## src/rtl/pipe_pkg.sv

```systemverilog
// Shared definitions for the elastic pipeline stage register and its helpers.
package pipe_pkg;

    localparam int DEF_INSTR_W = 32;
    localparam int DEF_FLAG_W  = 1;

    localparam logic [31:0] NOP_INSTR = 32'h0000_0000;

    // Occupancy of the stage; the encoding doubles as the number of held entries.
    typedef enum logic [1:0] {
        ST_EMPTY = 2'd0,
        ST_ONE   = 2'd1,
        ST_TWO   = 2'd2
    } stage_state_e;

endpackage

```

## src/rtl/sat_counter.sv

```systemverilog
// Saturating up-counter with synchronous active-low clear, for performance counters.
module sat_counter #(
    parameter int CNT_W = 16
) (
    input  logic             clk,
    input  logic             rst,
    input  logic             inc,
    output logic [CNT_W-1:0] cnt
);

    logic [CNT_W-1:0] cnt_q;
    logic [CNT_W-1:0] cnt_d;

    always_comb begin
        cnt_d = cnt_q;
        if (inc && (cnt_q != {CNT_W{1'b1}})) begin
            cnt_d = cnt_q + CNT_W'(1);
        end
    end

    always_ff @(posedge clk) begin
        if (!rst) begin
            cnt_q <= '0;
        end else begin
            cnt_q <= cnt_d;
        end
    end

    assign cnt = cnt_q;

endmodule

```

## src/rtl/pipe_stage_reg.sv

```systemverilog
// Elastic pipeline register: instruction plus flags through valid/ready, with flush,
// optional 2-entry skid buffer, NOP masking of empty outputs and a stall counter.
module pipe_stage_reg
    import pipe_pkg::*;
#(
    parameter int INSTR_W = DEF_INSTR_W,
    parameter int FLAG_W  = DEF_FLAG_W,
    parameter int SKID    = 1,
    parameter int CNT_W   = 16
) (
    input  logic               clk,
    input  logic               rst,
    input  logic               flush,
    input  logic               in_valid,
    output logic               in_ready,
    input  logic [INSTR_W-1:0] in_instr,
    input  logic [FLAG_W-1:0]  in_flags,
    output logic               out_valid,
    input  logic               out_ready,
    output logic [INSTR_W-1:0] out_instr,
    output logic [FLAG_W-1:0]  out_flags,
    output logic [CNT_W-1:0]   stall_cnt,
    output logic [1:0]         dbg_state
);

    localparam int EW = INSTR_W + FLAG_W;

    // Handshake: a transfer happens on an edge only when valid and ready are both
    // high; the producer may not rely on ready before asserting valid.
    stage_state_e    state_q, state_d;
    logic [EW-1:0]   main_q, main_d;
    logic [EW-1:0]   skid_q, skid_d;
    logic            ready_q, ready_d;
    logic            accept;
    logic            consume;
    logic [EW-1:0]   in_entry;

    assign in_entry  = {in_instr, in_flags};
    assign out_valid = (state_q != ST_EMPTY);
    assign in_ready  = (SKID != 0) ? ready_q : (out_ready || (state_q == ST_EMPTY));
    assign accept    = in_valid && in_ready;
    assign consume   = out_valid && out_ready;

    always_comb begin
        state_d = state_q;
        main_d  = main_q;
        skid_d  = skid_q;
        case (state_q)
            ST_EMPTY: begin
                if (accept) begin
                    state_d = ST_ONE;
                    main_d  = in_entry;
                end
            end
            ST_ONE: begin
                if (accept && consume) begin
                    main_d = in_entry;
                end else if (accept) begin
                    state_d = ST_TWO;
                    skid_d  = in_entry;
                end else if (consume) begin
                    state_d = ST_EMPTY;
                end
            end
            ST_TWO: begin
                if (consume) begin
                    state_d = ST_ONE;
                    main_d  = skid_q;
                end
            end
            default: state_d = ST_EMPTY;
        endcase
        // Flush wins over any handshake; the simultaneous input is dropped.
        if (flush) begin
            state_d = ST_EMPTY;
        end
        ready_d = (state_d != ST_TWO);
    end

    always_ff @(posedge clk) begin
        if (!rst) begin
            state_q <= ST_EMPTY;
            main_q  <= '0;
            skid_q  <= '0;
            ready_q <= 1'b1;
        end else begin
            state_q <= state_d;
            main_q  <= main_d;
            skid_q  <= skid_d;
            ready_q <= ready_d;
        end
    end

    assign out_instr = out_valid ? main_q[EW-1:FLAG_W] : INSTR_W'(NOP_INSTR);
    assign out_flags = out_valid ? main_q[FLAG_W-1:0] : '0;
    assign dbg_state = state_q;

    sat_counter #(
        .CNT_W (CNT_W)
    ) u_stall_cnt (
        .clk (clk),
        .rst (rst),
        .inc (out_valid && !out_ready),
        .cnt (stall_cnt)
    );

endmodule

```

## config.mk

```make
export PLATFORM = sky130hd
export DESIGN_NAME = pipe_stage_reg
export DESIGN_NICKNAME = d
export VERILOG_FILES = /design/src/rtl/pipe_pkg.sv /design/src/rtl/sat_counter.sv /design/src/rtl/pipe_stage_reg.sv
export SDC_FILE = /design/constraint.sdc
export NUM_CORES = 1
export LEC_CHECK = 0
export CORE_MARGIN = 3
export CORE_UTILIZATION = 39
export CTS_CLUSTER_DIAMETER = 120
export DETAILED_ROUTE_END_ITERATION = 16
export GPL_TIMING_DRIVEN = 0
export PLACE_DENSITY = 0.69
export SYNTH_ARGS = -nofsm -noshare
export SYNTH_HDL_FRONTEND = slang
export SYNTH_HIERARCHICAL = 1
export SYNTH_SLANG_ARGS = --single-unit
```

## constraint.sdc

```tcl
create_clock -name clk -period 2.05 [get_ports clk]
set_input_delay 0.615 -clock clk [delete_from_list [all_inputs] [get_ports clk]]
set_output_delay 0.615 -clock clk [all_outputs]
set_load 0.005 [all_outputs]
```

==> flow_summary_export.csv, run 1 <==
group,metric,value,unit
timing,max_freq,489,MHz
power,clkPwrFrac,38.2,%
cts,numCtsBuffers,9,
floorplanning,coreArea,9500,µm²
worst_setup_path,crit_path_max_fanout,7,
worst_setup_path,startpoint_type,"flop",
floorplanning,die_h,106,µm
power,combPwrFrac,11.5,%
floorplanning,boundaryPins,91,
cts,htreeDepth,3,
placement,gp_congestion,0.809,
drt,wire_per_inst,14.7,µm
cells_and_area,final_util,56.1,%
timing,fin_worst_skew,17.8,ps
floorplanning,start_util,41.1,%
power,power,3460,µW
power,leakage,0.00225,µW
synthesis,netlist_area,3900,µm²
cts,clk-insertion-delay-late,360,ps
cts,clockRootBuffer,"clkbuf_8",
synthesis,synth-seq-cells,85,
worst_setup_path,worst_ep_arrival_time,1430,ps
cells_and_area,regArea,1710,µm²
drt,ant_nets,0,
grt,grt_pass1_vias,3380,
power,power.switching,847,µW
grt,grt_max_degree,16,
synthesis,async_flop_share,0,%
grt,grt_pass1_wl,16800,µm
power,seqPwrFrac,50.4,%
cells_and_area,fin_nets,595,
drt,drc,0,
timing,min_period,2050,ps
worst_setup_path,cp_slowest_cell,"dfxtp_4",
worst_setup_path,worstSetupPathType,"reg -> out",
drt,dr.pass1.iters,4,
min_path,hold_class,"reg -> reg",
timing,rsz0062_at_grt,"yes",
synthesis,synth_nets,485,
cells_and_area,multi_input_area,2090,µm²
synthesis,syn_area_per_cell,8.76,µm²
drt,vias_per_cell,5.07,
run,maxCapViolations,0,
placement,port_buffers,90,
synthesis,yosysTopAreaCell,"dfxtp_1",
worst_setup_path,path_cells,"nor2_4 -> buf_12 -> buf_6 -> nor2b_1 -> dlygate4sd2_1",
drt,drt_iter0_markers,72,
worst_setup_path,endpoint_kind,"primary output",
cts,holdBufCountCts,0,
floorplanning,fp.dieW,106,µm
synthesis,synth_cell_type_count,44,
worst_setup_path,path_delay_family,"buffers and inverters",
synthesis,synth.yosys.seq_area_share,43.6,%
grt,antenna_found_initial,0,
power,powerDensity,650,nW/µm²
synthesis,ys_top_cells_by_count,"dfxtp_1, nand2_1, a21oi_1",
timing,slew_headroom,68.2,%
worst_setup_path,path_buf_inv,3,
cts,cts.sinks,85,
timing,finalCritPeriodShare,99.8,%
synthesis,ys_warn_count,6,
synthesis,synth_edf_count,0,
synthesis,synth_cells,446,
synthesis,ys.flop_type,"dfxtp_1",
cts,cts_buffer_depth,2,
synthesis,synth_top_area_share,43.6,%
cells_and_area,drive_gt1_share,17.5,%
synthesis,yosysMostFrequentCell,"dfxtp_1",
grt,grt_overflow,0,
run_status,status,"completed",
power,p_sw_share,24.4,%
placement,dp.final_hpwl,6920,µm
power,p_int,2620,µW
worst_setup_path,cp_slowest_stage_delay,370,ps
timing,worst_slew_pin_slew,471,ps
grt,grt.total_usage,18.4,%
cts,clkTransAtPathRegs,80,ps
floorplanning,rows,35,
timing,setup_viol,0,
drt,vias,3501,
timing,finalHoldViolCount,0,
power,peakVddDrop,0.389,mV
worst_setup_path,cp.required,1430,ps
drt,routed_wl,10200,µm
cells_and_area,syn_to_final_growth,36.5,%
cells_and_area,antennaDiodeCount,0,
cells_and_area,fillers,877,
timing,drv_slew,0,
synthesis,synth.area.top_cells,"dfxtp_1, mux2i_1, nand2_1",
cts,cts_tree,"built",
floorplanning,fp.dieArea,11200,µm²
-- metrics by stage --
| step | hold slack (ps) | instances | worst slack, ps | cell area (µm²) | TNS [ps] |
|---|---|---|---|---|---|
| 3_3_place_gp | 440 | 665 | -726 | 4970 | -42020 |
| 2_1_floorplan | 434 | 446 | 103 | 3910 | 0 |
| 3_5_place_dp | 444 | 665 | -718 | 4970 | -45490 |
| 6_report | 454 | 690 | 4.78 | 5330 | 0 |
| 5_1_grt | 473 | 690 | -51.9 | 5330 | -238 |
| 4_1_cts | 456 | 689 | -65.6 | 5300 | -695 |
-- path summary, 6_finish.rpt --
path | start | endpoint | slack (ps) | cells after the start
min reg2reg | skid_q[8] | skid_q[8] | 450 | 2
min | skid_q[8] | skid_q[8] | 450 | 2
max | dbg_state[1] | out_instr[0] | 5 | 5
max reg2reg | dbg_state[1] | u_stall_cnt/cnt[13] | 240 | 7
-- tightest hold or removal path: stages (launching register included) --
cell and delay [ps]:
dfxtp_1 320, nand2_1 50, a21boi_1 50
-- power groups by stage --
stage	logic, µW	clock network, µW	registers (µW)
floorplan	189	0	1770
global placement	362	0	1780
detailed placement	367	0	1780
CTS	396	1350	1750
global route	436	1410	1750
finish	397	1320	1750
-- cells in the final DEF (no fill, tap or decap), types with 12 or more instances in the layout --
| master | Yosys | final |
|---|---|---|
| dfxtp_1 | 85 | 81 |
| nand2_1 | 78 | 77 |
| clkdlybuf4s50_1 | 0 | 54 |
| a21oi_1 | 42 | 42 |
| mux2i_1 | 37 | 37 |
| o21ai_0 | 37 | 37 |
| a21boi_1 | 30 | 30 |
| buf_2 | 10 | 26 |
| nor2b_1 | 27 | 18 |
| clkbuf_8 | 0 | 12 |
| buf_4 | 5 | 12 |
-- area by class of cell --
class / instances / area share (%)
Timing Repair Buffer: 100 / 17.3
Multi-Input combinational cell: 324 / 39.1
Clock inverter: 7 / 1.81
Tap cell: 129 / 3.03
Clock buffer: 9 / 2.32
Inverter: 6 / 0.423
Buffer: 30 / 3.90
Sequential cell: 85 / 32.1
-- repair_timing --
| action | CTS | global route |
|---|---|---|
| resized for setup | 134 | 17 |
| cloned | 3 | 0 |
| setup endpoints to repair | 90 | 80 |
| buffers inserted | 5 | 4 |
| pin swaps | 1 | 2 |
-- routing by layer --
metal,GRT usage (%),routed length [µm],vias up
li1,-,-,1770
met1,24.8,4960,1633
met2,30.1,4680,87
met3,2.98,404,11
met4,6.01,133,0
met5,0,0,-
-- registers in the layout (all words and copies together), names as in the netlist --
signal and cells:
main_q 33, u_stall_cnt/cnt 16, skid_q 33, dbg_state 2
in_ready 1
-- cells by family after synthesis --
kind of cell             Yosys count  synth area share (%)
multiplexers                      37                  9.48
flip-flops                        85                  43.6
buffers and inverters             37                  5.32
AO/OA/AOI/OAI                    125                  19.5
adder cells (fa/ha/maj)            1                 0.320
XOR/XNOR                           2                 0.449
AND/OR/NAND/NOR                  159                  21.3
(Power assumes the default switching activity.)
==> run 2: changes to the inputs <==
- PLACE_DENSITY: 0.69 -> 0.76
- REMOVE_ABC_BUFFERS: not set -> 1
==> flow_summary_export.csv, run 2 (synthesis gave the netlist of run 1 again) <==
group,metric,value,unit
worst_setup_path,worstSetupPathType,"reg -> out",
worst_setup_path,regToRegEndpoint,"u_stall_cnt/cnt[6]",
worst_setup_path,startpoint_type,"flop",
cts,holdBufCountCts,0,
timing,worst_slew_pin_slew,486,ps
power,p_sw_share,27.3,%
power,power.switching,906,µW
worst_setup_path,crit_path_max_fanout,3,
worst_setup_path,cp.required,1430,ps
timing,drv_slew,0,
cells_and_area,regArea,1720,µm²
worst_setup_path,r2r_cells,10,
placement,place_ws,-791,ps
cts,htreeDepth,3,
worst_setup_path,startpoint,"dbg_state[1]",
timing,hold_ws,455,ps
worst_setup_path,path_delay_family,"buffers and inverters",
grt,grt_overflow,0,
placement,gp_congestion,0.738,
grt,antenna_found_initial,0,
timing,max_freq,476,MHz
timing,fin_worst_skew,11.4,ps
floorplanning,fp.dieW,106,µm
cells_and_area,multi_input_area,2130,µm²
floorplanning,start_util,41.1,%
power,powerDensity,618,nW/µm²
power,p_int,2410,µW
timing,worst_slack,-49.7,ps
cts,clk-insertion-delay-late,360,ps
cells_and_area,antennaDiodeCount,0,
run_status,violations,"negative setup slack",
timing,slew_headroom,67.6,%
worst_setup_path,cp_slowest_stage_delay,380,ps
power,seqPwrFrac,52.5,%
cts,clockRootBuffer,"clkbuf_8",
drt,routed_wl,10900,µm
drt,wire_per_inst,15.9,µm
cts,numCtsBuffers,9,
worst_setup_path,path_cells,"buf_12 -> buf_6 -> nor2_4 -> buf_6 -> buf_6 -> nor2b_1 -> buf_2",
floorplanning,fp.dieArea,11200,µm²
grt,grt_pass1_wl,16800,µm
cells_and_area,fin_nets,589,
timing,fin_tns_setup,-49.7,ps
grt,grt_pass1_vias,3403,
timing,finalHoldViolCount,0,
min_path,hold_class,"reg -> reg",
cells_and_area,mostFrequentLayoutCells,"nand2_1, dfxtp_1, clkdlybuf4s50_1",
cells_and_area,drive_gt1_share,21.1,%
cts,cts_tree,"built",
power,power,3320,µW
drt,drt_iter0_markers,150,
timing,min_period,2100,ps
worst_setup_path,worst_ep_arrival_time,1480,ps
power,leakage,0.00228,µW
worst_setup_path,cp_common_cell,"buf_6",
floorplanning,boundaryPins,91,
cts,cts_buffer_depth,2,
drt,vias,3580,
worst_setup_path,timing.rr.start,"dbg_state[1]",
cts,clkTransAtPathRegs,90,ps
cells_and_area,fin_area,5380,µm²
worst_setup_path,endpoint_kind,"primary output",
cells_and_area,syn_to_final_growth,37.7,%
drt,ant_nets,0,
timing,setup_viol,1,
placement,dp.final_hpwl,6100,µm
grt,grt_max_degree,52,
floorplanning,coreArea,9500,µm²
timing,finalCritPeriodShare,102,%
floorplanning,die_h,106,µm
drt,drc,0,
floorplanning,rows,35,
grt,grt.total_usage,18.4,%
power,combPwrFrac,13.1,%
placement,port_buffers,90,
placement,dpl_cell_area,4880,µm²
power,clkPwrFrac,34.4,%
timing,rsz0062_at_grt,"yes",
worst_setup_path,cp.depth,7,
drt,vias_per_cell,5.23,
worst_setup_path,reg2reg_slack,20,ps
cells_and_area,fillers,826,
cts,cts.sinks,85,
run_status,status,"finished with violations",
drt,dr.pass1.iters,4,
run,maxCapViolations,0,
worst_setup_path,cp-endpoint,"out_instr[21]",
worst_setup_path,cp_slowest_cell,"dfxtp_4",
worst_setup_path,path_buf_inv,5,
power,peakVddDrop,0.309,mV
-- run 2: changes by cell type in the layout (fill, tap and decap cells not counted), moves of 5 or more --
cell / change
clkdlybuf4s15_2: -7
buf_6: +5
clkbuf_1: -5
clkbuf_2: +17
buf_2: -12
buf_12: +5
-- run 2: power groups by stage --
stage               Sequential (µW)  Clock, µW  Combinational, µW
floorplan                      1780          0                160
global placement               1780          0                335
detailed placement             1780          0                352
CTS                            1740       1180                416
global route                   1750       1250                472
finish                         1750       1140                434
-- run 2: cell type report --
cell class,count,area share (%)
Multi-Input combinational cell,326,39.7
Sequential cell,85,31.9
Timing Repair Buffer,122,21.5
Tap cell,129,3.00
Clock buffer,9,2.30
Clock inverter,7,1.14
Inverter,6,0.419
-- run 2: worst reg2reg max path, cell delays in order (launching register included) --
cell and delay (ps):
dfxtp_4 390, buf_12 110, buf_6 90, nor2_4 50, buf_6 120, buf_4 140
nor2_4 210, and4_4 290, o41ai_2 110, or3_1 350, a21oi_2 130
-- run 2: worst min-delay path by stage --
stage                from          to  cells past startpoint
2_1_floorplan  skid_q[10]  skid_q[10]                      2
3_5_place_dp   skid_q[30]  skid_q[30]                      2
4_1_cts        skid_q[30]  skid_q[30]                      2
6_report       skid_q[30]  skid_q[30]                      2
3_3_place_gp   skid_q[28]  skid_q[28]                      2
5_1_grt        skid_q[11]  skid_q[11]                      2
-- run 2: what timing repair did --
action                                  in CTS  in global routing
pin swaps                                    4                  6
resized for setup                          109                 60
endpoints found under the setup margin     111                 67
gates cloned                                 4                  1
setup buffers                               22                  5
-- run 2: per-layer routing --
| metal | GRT usage, % | vias to the layer above | share of wire, % |
|---|---|---|---|
| met5 | 0 | - | 0 |
| met4 | 4.72 | 0 | 0.78 |
| met3 | 4.74 | 8 | 5.1 |
| met2 | 30.2 | 120 | 47 |
| met1 | 24.3 | 1685 | 47 |
| li1 | - | 1767 | - |
-- run 2: metrics by stage --
stage          cells  utilization, %
2_1_floorplan    415               -
3_3_place_gp     634            50.3
3_5_place_dp     639            51.3
4_1_cts          680            56.1
5_1_grt          684            56.6
6_report         684            56.6
==> run 3: changes to the inputs <==
- CAP_MARGIN: not set -> 25
- DONT_BUFFER_PORTS: not set -> 1
- PLACE_DENSITY: 0.76 -> 0.64
==> flow_summary_export.csv, run 3 (synthesis gave the netlist of run 1 again) <==
group,metric,value,unit
worst_setup_path,startpoint_type,"flop",
worst_setup_path,worst_ep_arrival_time,1340,ps
worst_setup_path,endpoint_kind,"primary output",
cts,clkTransAtPathRegs,90,ps
cts,cts_tree,"built",
worst_setup_path,worstSetupPathType,"reg -> out",
timing,min_period,1950,ps
drt,vias_per_cell,5.38,
drt,vias,3068,
cells_and_area,syn_to_final_growth,9.71,%
cts,htreeDepth,3,
drt,wire_per_inst,16.1,µm
grt,grt_pass1_wl,14900,µm
worst_setup_path,startpoint,"dbg_state[1]",
min_path,min_from,"out_ready",
floorplanning,coreArea,9500,µm²
grt,grt_max_degree,74,
cts,clk-insertion-delay-late,360,ps
min_path,hold_end,"in_ready",
grt,grt.total_usage,16.7,%
timing,setup_viol,0,
drt,routed_wl,9190,µm
timing,rsz0062_at_grt,"yes",
placement,gp_congestion,0.821,
run,maxCapViolations,0,
floorplanning,boundaryPins,91,
cells_and_area,fillers,945,
min_path,hold_class,"in -> reg",
floorplanning,fp.dieW,106,µm
cells_and_area,final_util,45.1,%
timing,finalHoldViolCount,0,
timing,worst_slew_pin_slew,928,ps
worst_setup_path,cp.required,1430,ps
floorplanning,start_util,41.1,%
timing,max_freq,513,MHz
timing,drv_slew,0,
drt,ant_nets,0,
power,peakVddDrop,0.327,mV
floorplanning,die_h,106,µm
cts,numCtsBuffers,9,
drt,drc,0,
worst_setup_path,r2r_cells,5,
drt,dr.pass1.iters,4,
cts,cts_buffer_depth,2,
power,powerDensity,747,nW/µm²
grt,grt_pass1_vias,2972,
timing,finalCritPeriodShare,95.1,%
timing,fin_worst_skew,12.8,ps
power,power,3200,µW
placement,place_ws,-470,ps
timing,fin_tns_setup,0,ps
cells_and_area,final_common_cell,"dfxtp_1",
placement,dp.final_hpwl,5910,µm
cells_and_area,drive_gt1_share,8.64,%
min_path,hold_depth,1,
timing,worst_slack,99.5,ps
run_status,status,"completed",
cells_and_area,mostFrequentLayoutCells,"dfxtp_1, nand2_1, a21oi_1",
floorplanning,fp.dieArea,11200,µm²
timing,slew_headroom,37.9,%
power,leakage,0.00169,µW
worst_setup_path,regToRegEndpoint,"skid_q[0]",
grt,antenna_found_initial,1,
cts,cts.sinks,85,
placement,port_buffers,0,
worst_setup_path,reg2reg_slack,200,ps
drt,drt_iter0_markers,150,
cts,holdBufCountCts,0,
cells_and_area,fin_nets,474,
floorplanning,rows,35,
worst_setup_path,timing.rr.start,"in_ready",
cts,clockRootBuffer,"clkbuf_8",
worst_setup_path,crit_path_max_fanout,17,
grt,grt_overflow,0,
## run 3: changes by cell type in the layout (fill, tap and decap cells not counted), sizes merged
cell and delta:
clkinvlp -1, dlymetal6s2s -1, nor2 -1, inv -1, clkdlybuf4s15 -1, dlygate4sd2 -2
diode +1, bufinv +1, buf -37, clkbuf -20, clkdlybuf4s50 -52
## run 3: per-stage QoR
stage | area [µm²] | instances | hold slack (ps)
global route | 4280 | 570 | 349
detailed placement | 4010 | 550 | 445
finish | 4280 | 570 | 377
floorplan | 3720 | 415 | 434
global placement | 3880 | 544 | 439
CTS | 4260 | 569 | 356
## run 3: worst max path at each step
stage                                endpoint  slack, ps
after floorplan            u_stall_cnt/cnt[6]       -460
after global placement     u_stall_cnt/cnt[6]      -1780
after detailed placement  u_stall_cnt/cnt[13]       -470
after CTS                       out_instr[21]         40
after global routing            out_instr[31]        -20
final                           out_instr[14]        100
## run 3: cell type report
class	instances	area [µm²]	area share (%)
multi-input cells	325	2050	47.8
flip-flops and latches	85	1710	39.9
well taps	129	161	3.77
repair buffers	8	140	3.27
clock buffers	10	128	2.98
clock inverters	6	75.1	1.75
inverters	6	22.5	0.526
diodes	1	2.50	0.0584
## run 3: repair_timing
action,CTS,global route
endpoints found under the setup margin,65,36
buffers inserted,2,0
pin swaps,2,1
endpoints found under the hold margin,0,0
gates resized for setup,5,6
gates cloned,1,0
## run 3: layer usage
layer	GRT usage [%]	wire length, µm	up-vias	part of all wire, %
met2	28.0	4480	69	49
met5	0	0	-	0
met3	6.50	584	4	6.4
met4	5.18	68	0	0.74
met1	19.7	4050	1457	44
li1	-	-	1538	-
## run 3: power by group
| part | switching, µW | leakage (µW) | total (µW) | internal, µW |
|---|---|---|---|---|
| sequential | 33.0 | 0.000695 | 1750 | 1710 |
| combinational | 121 | 0.000900 | 231 | 110 |
| clock | 639 | 0.0000998 | 1220 | 585 |
| total | 792 | 0.00169 | 3200 | 2410 |
## run 3: critical path, stage by stage, from the launching register on
cell and delay, ps:
dfxtp_4 430, nor2_4 420, nor2b_1 130
